**src/rtl/sprite_pkg.sv**
```systemverilog
// Shared definitions for the sprite compositor and the object blocks that build
// sprite entries: entry bit layout, sprite size defaults and ROM address packing.
package sprite_pkg;

    localparam int NUM_SLOTS_DEF = 8;
    localparam int SPR_W_DEF     = 32;
    localparam int SPR_H_DEF     = 32;

    localparam int EN_BIT   = 31;
    localparam int TAG_MSB  = 30;
    localparam int TAG_LSB  = 27;
    localparam int FLIP_BIT = 26;
    localparam int X_MSB    = 25;
    localparam int X_LSB    = 16;
    localparam int Y_MSB    = 15;
    localparam int Y_LSB    = 6;
    localparam int ROW_MSB  = 5;
    localparam int ROW_LSB  = 3;
    localparam int COL_MSB  = 2;
    localparam int COL_LSB  = 0;

    typedef struct packed {
        logic       hit;
        logic [2:0] slot;
        logic [4:0] dx;
        logic [4:0] dy;
        logic       flip;
        logic [2:0] row;
        logic [2:0] col;
    } hit_info_t;

    function automatic logic [15:0] pack_rom_addr(input logic [2:0] row,
                                                  input logic [2:0] col,
                                                  input logic [4:0] ly,
                                                  input logic [4:0] lx);
        return {row, col, ly, lx};
    endfunction

    function automatic logic [31:0] make_entry(input logic       en,
                                               input logic [3:0] tag,
                                               input logic       flip,
                                               input logic [9:0] x,
                                               input logic [9:0] y,
                                               input logic [2:0] row,
                                               input logic [2:0] col);
        return {en, tag, flip, x, y, row, col};
    endfunction

endpackage

```
**src/rtl/sprite_hit_cmp.sv**
```systemverilog
// Combinational coverage test of one sprite slot against the current pixel.
// Offsets are computed in 11 bits so pixels left/above the sprite never alias.
module sprite_hit_cmp
    import sprite_pkg::*;
#(
    parameter int SPR_W = SPR_W_DEF,
    parameter int SPR_H = SPR_H_DEF
) (
    input  logic       en,
    input  logic [9:0] sx,
    input  logic [9:0] sy,
    input  logic [9:0] pix_x,
    input  logic [9:0] pix_y,
    output logic       covers,
    output logic [4:0] dx,
    output logic [4:0] dy
);

    localparam logic [10:0] W_LIM = 11'(SPR_W);
    localparam logic [10:0] H_LIM = 11'(SPR_H);

    logic [10:0] dx_full;
    logic [10:0] dy_full;

    assign dx_full = {1'b0, pix_x} - {1'b0, sx};
    assign dy_full = {1'b0, pix_y} - {1'b0, sy};

    // Bit 10 set means the pixel lies before the sprite origin.
    assign covers = en
                  & ~dx_full[10] & (dx_full < W_LIM)
                  & ~dy_full[10] & (dy_full < H_LIM);

    assign dx = dx_full[4:0];
    assign dy = dy_full[4:0];

endmodule

```
**src/rtl/sprite_compositor.sv**
```systemverilog
// Double-buffered 8-slot sprite attribute table with a 2-stage per-pixel
// priority lookup producing the sprite-sheet ROM address.
module sprite_compositor
    import sprite_pkg::*;
#(
    parameter int NUM_SLOTS = NUM_SLOTS_DEF,
    parameter int SPR_W     = SPR_W_DEF,
    parameter int SPR_H     = SPR_H_DEF
) (
    input  logic                 clk,
    input  logic                 reset,
    input  logic                 we,
    input  logic [2:0]           addr,
    input  logic [31:0]          dina,
    input  logic                 frame_start,
    input  logic                 pix_valid,
    input  logic [9:0]           pix_x,
    input  logic [9:0]           pix_y,
    output logic                 out_valid,
    output logic                 hit,
    output logic [2:0]           hit_slot,
    output logic [15:0]          rom_addr,
    output logic [NUM_SLOTS-1:0] table_dirty
);

    function automatic logic [4:0] mirror_lx(input logic flip, input logic [4:0] dx);
        return flip ? (5'(SPR_W - 1) - dx) : dx;
    endfunction

    logic [31:0]          shadow [NUM_SLOTS];
    logic [31:0]          active [NUM_SLOTS];
    logic [NUM_SLOTS-1:0] covers;
    logic [4:0]           dx_all [NUM_SLOTS];
    logic [4:0]           dy_all [NUM_SLOTS];
    hit_info_t            s1_next;
    hit_info_t            s1_p1;
    logic                 vld_p1;
    logic                 unused_tags;

    // A same-cycle write is folded into the commit so the new entry goes live.
    always_ff @(posedge clk or negedge reset) begin
        if (!reset) begin
            for (int i = 0; i < NUM_SLOTS; i++) begin
                shadow[i] <= '0;
                active[i] <= '0;
            end
            table_dirty <= '0;
        end else begin
            for (int i = 0; i < NUM_SLOTS; i++) begin
                if (we && addr == 3'(i)) begin
                    shadow[i] <= dina;
                end
                if (frame_start) begin
                    active[i] <= (we && addr == 3'(i)) ? dina : shadow[i];
                end
            end
            if (frame_start) begin
                table_dirty <= '0;
            end else if (we) begin
                for (int i = 0; i < NUM_SLOTS; i++) begin
                    if (addr == 3'(i)) begin
                        table_dirty[i] <= 1'b1;
                    end
                end
            end
        end
    end

    genvar g;
    generate
        for (g = 0; g < NUM_SLOTS; g++) begin : g_cmp
            sprite_hit_cmp #(
                .SPR_W (SPR_W),
                .SPR_H (SPR_H)
            ) u_cmp (
                .en     (active[g][EN_BIT]),
                .sx     (active[g][X_MSB:X_LSB]),
                .sy     (active[g][Y_MSB:Y_LSB]),
                .pix_x  (pix_x),
                .pix_y  (pix_y),
                .covers (covers[g]),
                .dx     (dx_all[g]),
                .dy     (dy_all[g])
            );
        end
    endgenerate

    // Scanning downward lets the lowest covering slot overwrite all others.
    always_comb begin
        s1_next = '0;
        for (int i = NUM_SLOTS - 1; i >= 0; i--) begin
            if (covers[i]) begin
                s1_next.hit  = 1'b1;
                s1_next.slot = 3'(i);
                s1_next.dx   = dx_all[i];
                s1_next.dy   = dy_all[i];
                s1_next.flip = active[i][FLIP_BIT];
                s1_next.row  = active[i][ROW_MSB:ROW_LSB];
                s1_next.col  = active[i][COL_MSB:COL_LSB];
            end
        end
        if (!pix_valid) begin
            s1_next = '0;
        end
    end

    always_comb begin
        unused_tags = 1'b0;
        for (int i = 0; i < NUM_SLOTS; i++) begin
            unused_tags = unused_tags ^ (^active[i][TAG_MSB:TAG_LSB]);
        end
    end

    // ---- stage 1: coverage / priority result ----
    always_ff @(posedge clk or negedge reset) begin
        if (!reset) begin
            s1_p1  <= '0;
            vld_p1 <= 1'b0;
        end else begin
            s1_p1  <= s1_next;
            vld_p1 <= pix_valid;
        end
    end

    // ---- stage 2: ROM address ----
    always_ff @(posedge clk or negedge reset) begin
        if (!reset) begin
            out_valid <= 1'b0;
            hit       <= 1'b0;
            hit_slot  <= '0;
            rom_addr  <= '0;
        end else begin
            out_valid <= vld_p1;
            hit       <= s1_p1.hit;
            hit_slot  <= s1_p1.hit ? s1_p1.slot : 3'd0;
            rom_addr  <= s1_p1.hit
                       ? pack_rom_addr(s1_p1.row, s1_p1.col, s1_p1.dy,
                                       mirror_lx(s1_p1.flip, s1_p1.dx))
                       : 16'd0;
        end
    end

endmodule

```
**config.mk**
```make
export PLATFORM = sky130hd
export DESIGN_NAME = sprite_compositor
export DESIGN_NICKNAME = d
export VERILOG_FILES = /design/src/rtl/sprite_pkg.sv /design/src/rtl/sprite_hit_cmp.sv /design/src/rtl/sprite_compositor.sv
export SDC_FILE = /design/constraint.sdc
export NUM_CORES = 1
export LEC_CHECK = 0
export ABC_AREA = 1
export BUFFER_PORTS_ARGS = -buffer_cell sky130_fd_sc_hd__buf_2
export CAP_MARGIN = 0
export CORE_MARGIN = 2
export CORE_UTILIZATION = 40
export CTS_CLUSTER_DIAMETER = 50
export CTS_CLUSTER_SIZE = 12
export DETAILED_ROUTE_END_ITERATION = 8
export GPL_ROUTABILITY_DRIVEN = 1
export PLACE_DENSITY_LB_ADDON = 0.2
export SLEW_MARGIN = 25
export SYNTH_ARGS = -nofsm -noshare
export SYNTH_HDL_FRONTEND = slang
export SYNTH_SLANG_ARGS = --single-unit
```
**constraint.sdc**
```tcl
create_clock -name clk -period 2.4 [get_ports clk]
set_input_delay 0.6 -clock clk [delete_from_list [all_inputs] [get_ports clk]]
set_output_delay 0.6 -clock clk [all_outputs]
set_load 0.01 [all_outputs]
```
==> flow_summary.toml <==
[run_status]
status = "complete, but fails checks"
violations = "setup timing"

[clock_network]
insertion_delay_ps = 600
clkSlewWorstSetupHoldPaths_ps = 60
htree_num_levels = 3
cts-root-buf = "clkbuf_16"
cts_max_path_buffers = 3
cts_tree = "yes"
cts_made_buffers = 68
clock_sinks = 499

[logic_synthesis]
synth.largest_area_cell = "dfrtp_1"
synth-edff-count = 0
synth_commonest_cells = "906 x nand2_1, 499 x dfrtp_1, 458 x inv_1, 437 x o21ai_0, 175 x nor2_1"
synth_top_cell_area_share_pct = 44.9
synth-async-reset-ratio_pct = 100
synth.area.top_cells = "dfrtp_1 45%, nand2_1 12%, o21ai_0 7.9%, ha_1 7.2%, inv_1 6.2%"
synth-seq-cells = 499
synth_most_common_cell = "nand2_1"
syn_area_mm2 = 0.0278
synth.distinct_cells = 56
syn_nets = 3674
synth_ff_type = "dfrtp_1"
ys_seq_area_share_pct = 44.9
syn_inst = 3438
yosys_warnings = 0
avgSynthCellArea_um2 = 8.09

[routing]
antenna_left = 0
drc = 0
routedWlPerCell_um = 18.5
dr.pass1.iters = 5
routed_wl_mm = 93.0
vias = 25000
via_per_inst = 4.98
drt_iter0_markers = 1968

[setup_path]
slowest_stage = "dfrtp_1"
cp_cell_sequence = "ha_2 -> inv_2 -> fa_2 -> buf_6 -> nand2_2 -> nand3_2 -> xnor2_2 -> and3_4 -> nand3_2 -> nor2_2 -> nand4_1 -> buf_6 -> clkbuf_16 -> nand3b_1 -> nand3_1 -> a21oi_2"
crit_buf_inv = 4
critical_path_class = "reg -> reg"
cp_slowest_stage_delay_ps = 400
crit_fanout = 7
required_ps = 2900
start_kind = "flip-flop"
cp_top_family = "simple AND/OR/NAND/NOR gates"
endpoint_kind = "flip-flop"
worstPathArrival_ps = 3430

[global_routing]
grt_pass1_vias = 24300
grt_use_total_pct = 26.4
met1_usage_pct = 37.8
use_met2_pct = 39.8
grtUsageMet3_pct = 5.22
grt_overflow = 0
antenna_found_initial = 4
busiest_layer = "met2"
grt_start_max_net_pins = 85
grt_pass1_wl_mm = 143

[power_and_ir_drop]
p_leak_nw = 18.6
powerDensity_mw_per_mm2 = 862
peakVddDrop_uv = 499

[cells_and_area]
syn2layout_area_growth_pct = 32.9
drive_gt1_share_pct = 26.4
fillCellCount = 6536
fin_cells = 5022
fin_nets = 4281

[sta]
drv_slew = 0
fmax_mhz = 341
min_period_over_period_pct = 122
finalHoldViolations = 0
setup_violations = 21
fin_skew_ps = 16.6
fin_ws_ps = -531
rsz0062_at_grt = "true"
period_needed_ps = 2930
worst_pin_slew_ps = 635
slew-limit-headroom_pct = 57.6
whs_ps = 334

[placement]
portBuffers = 84
dp_hpwl_mm = 69.6
gp_congestion = 0.929
dp_cells = 4884

[worst_hold_path]
hold_class = "in -> reg"

[floorplan]
start_util_pct = 40.5
ioPinCount = 89
die_w_um = 268
dieArea_mm2 = 0.0716
fp.dieH_um = 268
rows = 96
coreArea_mm2 = 0.0687

[run]
cap_violations = 0
## routing by layer
layer	vias to the layer above	routed length, µm
li1	12300	-
met3	175	6040
met2	700	40300
met1	11800	43700
met4	6	2950
met5	-	30
## registers in the layout, indices dropped and copies added (netlist names)
signal       cells
active         224
vld_p1           1
out_valid        1
hit_slot         3
rom_addr        16
hit              1
shadow         224
s1_p1           21
table_dirty      8
## layout make-up
type	instances	area, µm²	area share [%]
antenna	1	2.50	0.00677
clock buffer	82	1890	5.11
clock inverter	33	447	1.21
inverter	476	1800	4.86
multi-input combinational	2347	13900	37.7
sequential	499	12500	33.8
tap	931	1160	3.15
timing repair buffer	653	5240	14.2
## worst reg2reg max path, delay by kind of cell, from the launching register on
family                   cells  cell delay [ps]
XOR/XNOR                     1              190
AO/OA/AOI/OAI                1               40
buffers and inverters        4              560
adder cells (fa/ha/maj)      2              590
flip-flops                   1              400
AND/OR/NAND/NOR              8             1060
## report_power, final
| part | internal, mW | leakage (nW) | switching (mW) | total (mW) |
|---|---|---|---|---|
| Sequential | 9.84 | 6.38 | 0.501 | 10.3 |
| Combinational | 4.89 | 11.1 | 6.19 | 11.1 |
| Clock | 6.43 | 1.11 | 4.02 | 10.4 |
| Total | 21.2 | 18.6 | 10.7 | 31.9 |
## through the flow
| stage | area, µm² | util, % | setup WS, ps | setup TNS, ps | power [mW] |
|---|---|---|---|---|---|
| 6_report | 37000 | 53.8 | -531 | -9890 | 31.9 |
| 5_1_grt | 37000 | 53.8 | -689 | -12660 | 33.7 |
| 4_1_cts | 36100 | 52.6 | -566 | -10800 | 31.5 |
| 3_5_place_dp | 33600 | 48.9 | -1260 | -24910 | 20.9 |
| 3_3_place_gp | 33600 | 48.9 | -1240 | -24700 | 20.8 |
| 2_1_floorplan | 27900 | - | -391 | -7860 | 15.8 |
## path summary, 6_finish.rpt
path                                          from                          to  slack, ps  depth (start not counted)
max in group asynchronous                    reset     active[230]$_DFFE_PN0P_       1110                          3
hold / removal                         frame_start  table_dirty[7]$_DFFE_PN0P_        330                          2
hold reg to reg                   vld_p1$_DFF_PN0_         out_valid$_DFF_PN0_        360                          0
setup reg to reg           active[208]$_DFFE_PN0P_         s1_p1[12]$_DFF_PN0_       -530                         16
min in group asynchronous                    reset     active[149]$_DFFE_PN0P_        490                          2
setup / recovery           active[208]$_DFFE_PN0P_         s1_p1[12]$_DFF_PN0_       -530                         16
## placed cells by master (no fill, tap or decap), types with 25 or more instances in the layout
cell type | synthesis | layout
ha_1 | 160 | 129
o21ai_0 | 437 | 427
o21ai_1 | 20 | 25
dfrtp_1 | 499 | 495
nand2_2 | 10 | 42
nand3_1 | 160 | 144
nor2_1 | 175 | 166
inv_2 | 14 | 32
inv_1 | 458 | 437
a21oi_2 | 14 | 38
clkbuf_16 | 0 | 73
buf_4 | 3 | 520
nand4_1 | 72 | 72
mux2_2 | 54 | 54
xor2_1 | 46 | 44
buf_2 | 8 | 81
nand3_2 | 11 | 25
buf_12 | 0 | 37
nand2_1 | 906 | 872
a21oi_1 | 104 | 76
## timing repair
| item | CTS | global route |
|---|---|---|
| endpoints found under the setup margin | 21 | 21 |
| buffers inserted | 3 | 16 |
| hold buffers | 1 | 0 |
| pin swaps | 20 | 55 |
| resized for setup | 31 | 159 |
| cloned | 1 | 2 |
| hold endpoints to repair | 23 | 0 |
## cells by family (layout without fill, tap and decap cells)
group	count (synthesis)	count (layout)	share of synthesized area, %
XOR/XNOR	76	76	2.47
AND/OR/NAND/NOR	1401	1402	21.5
buffers and inverters	593	1244	8.22
adder cells (fa/ha/maj)	176	176	8.35
flip-flops	499	499	44.9
other	0	1	0
AO/OA/AOI/OAI	639	639	12.3
multiplexers	54	54	2.19
Note: power is estimated with default switching activity, not from simulation.
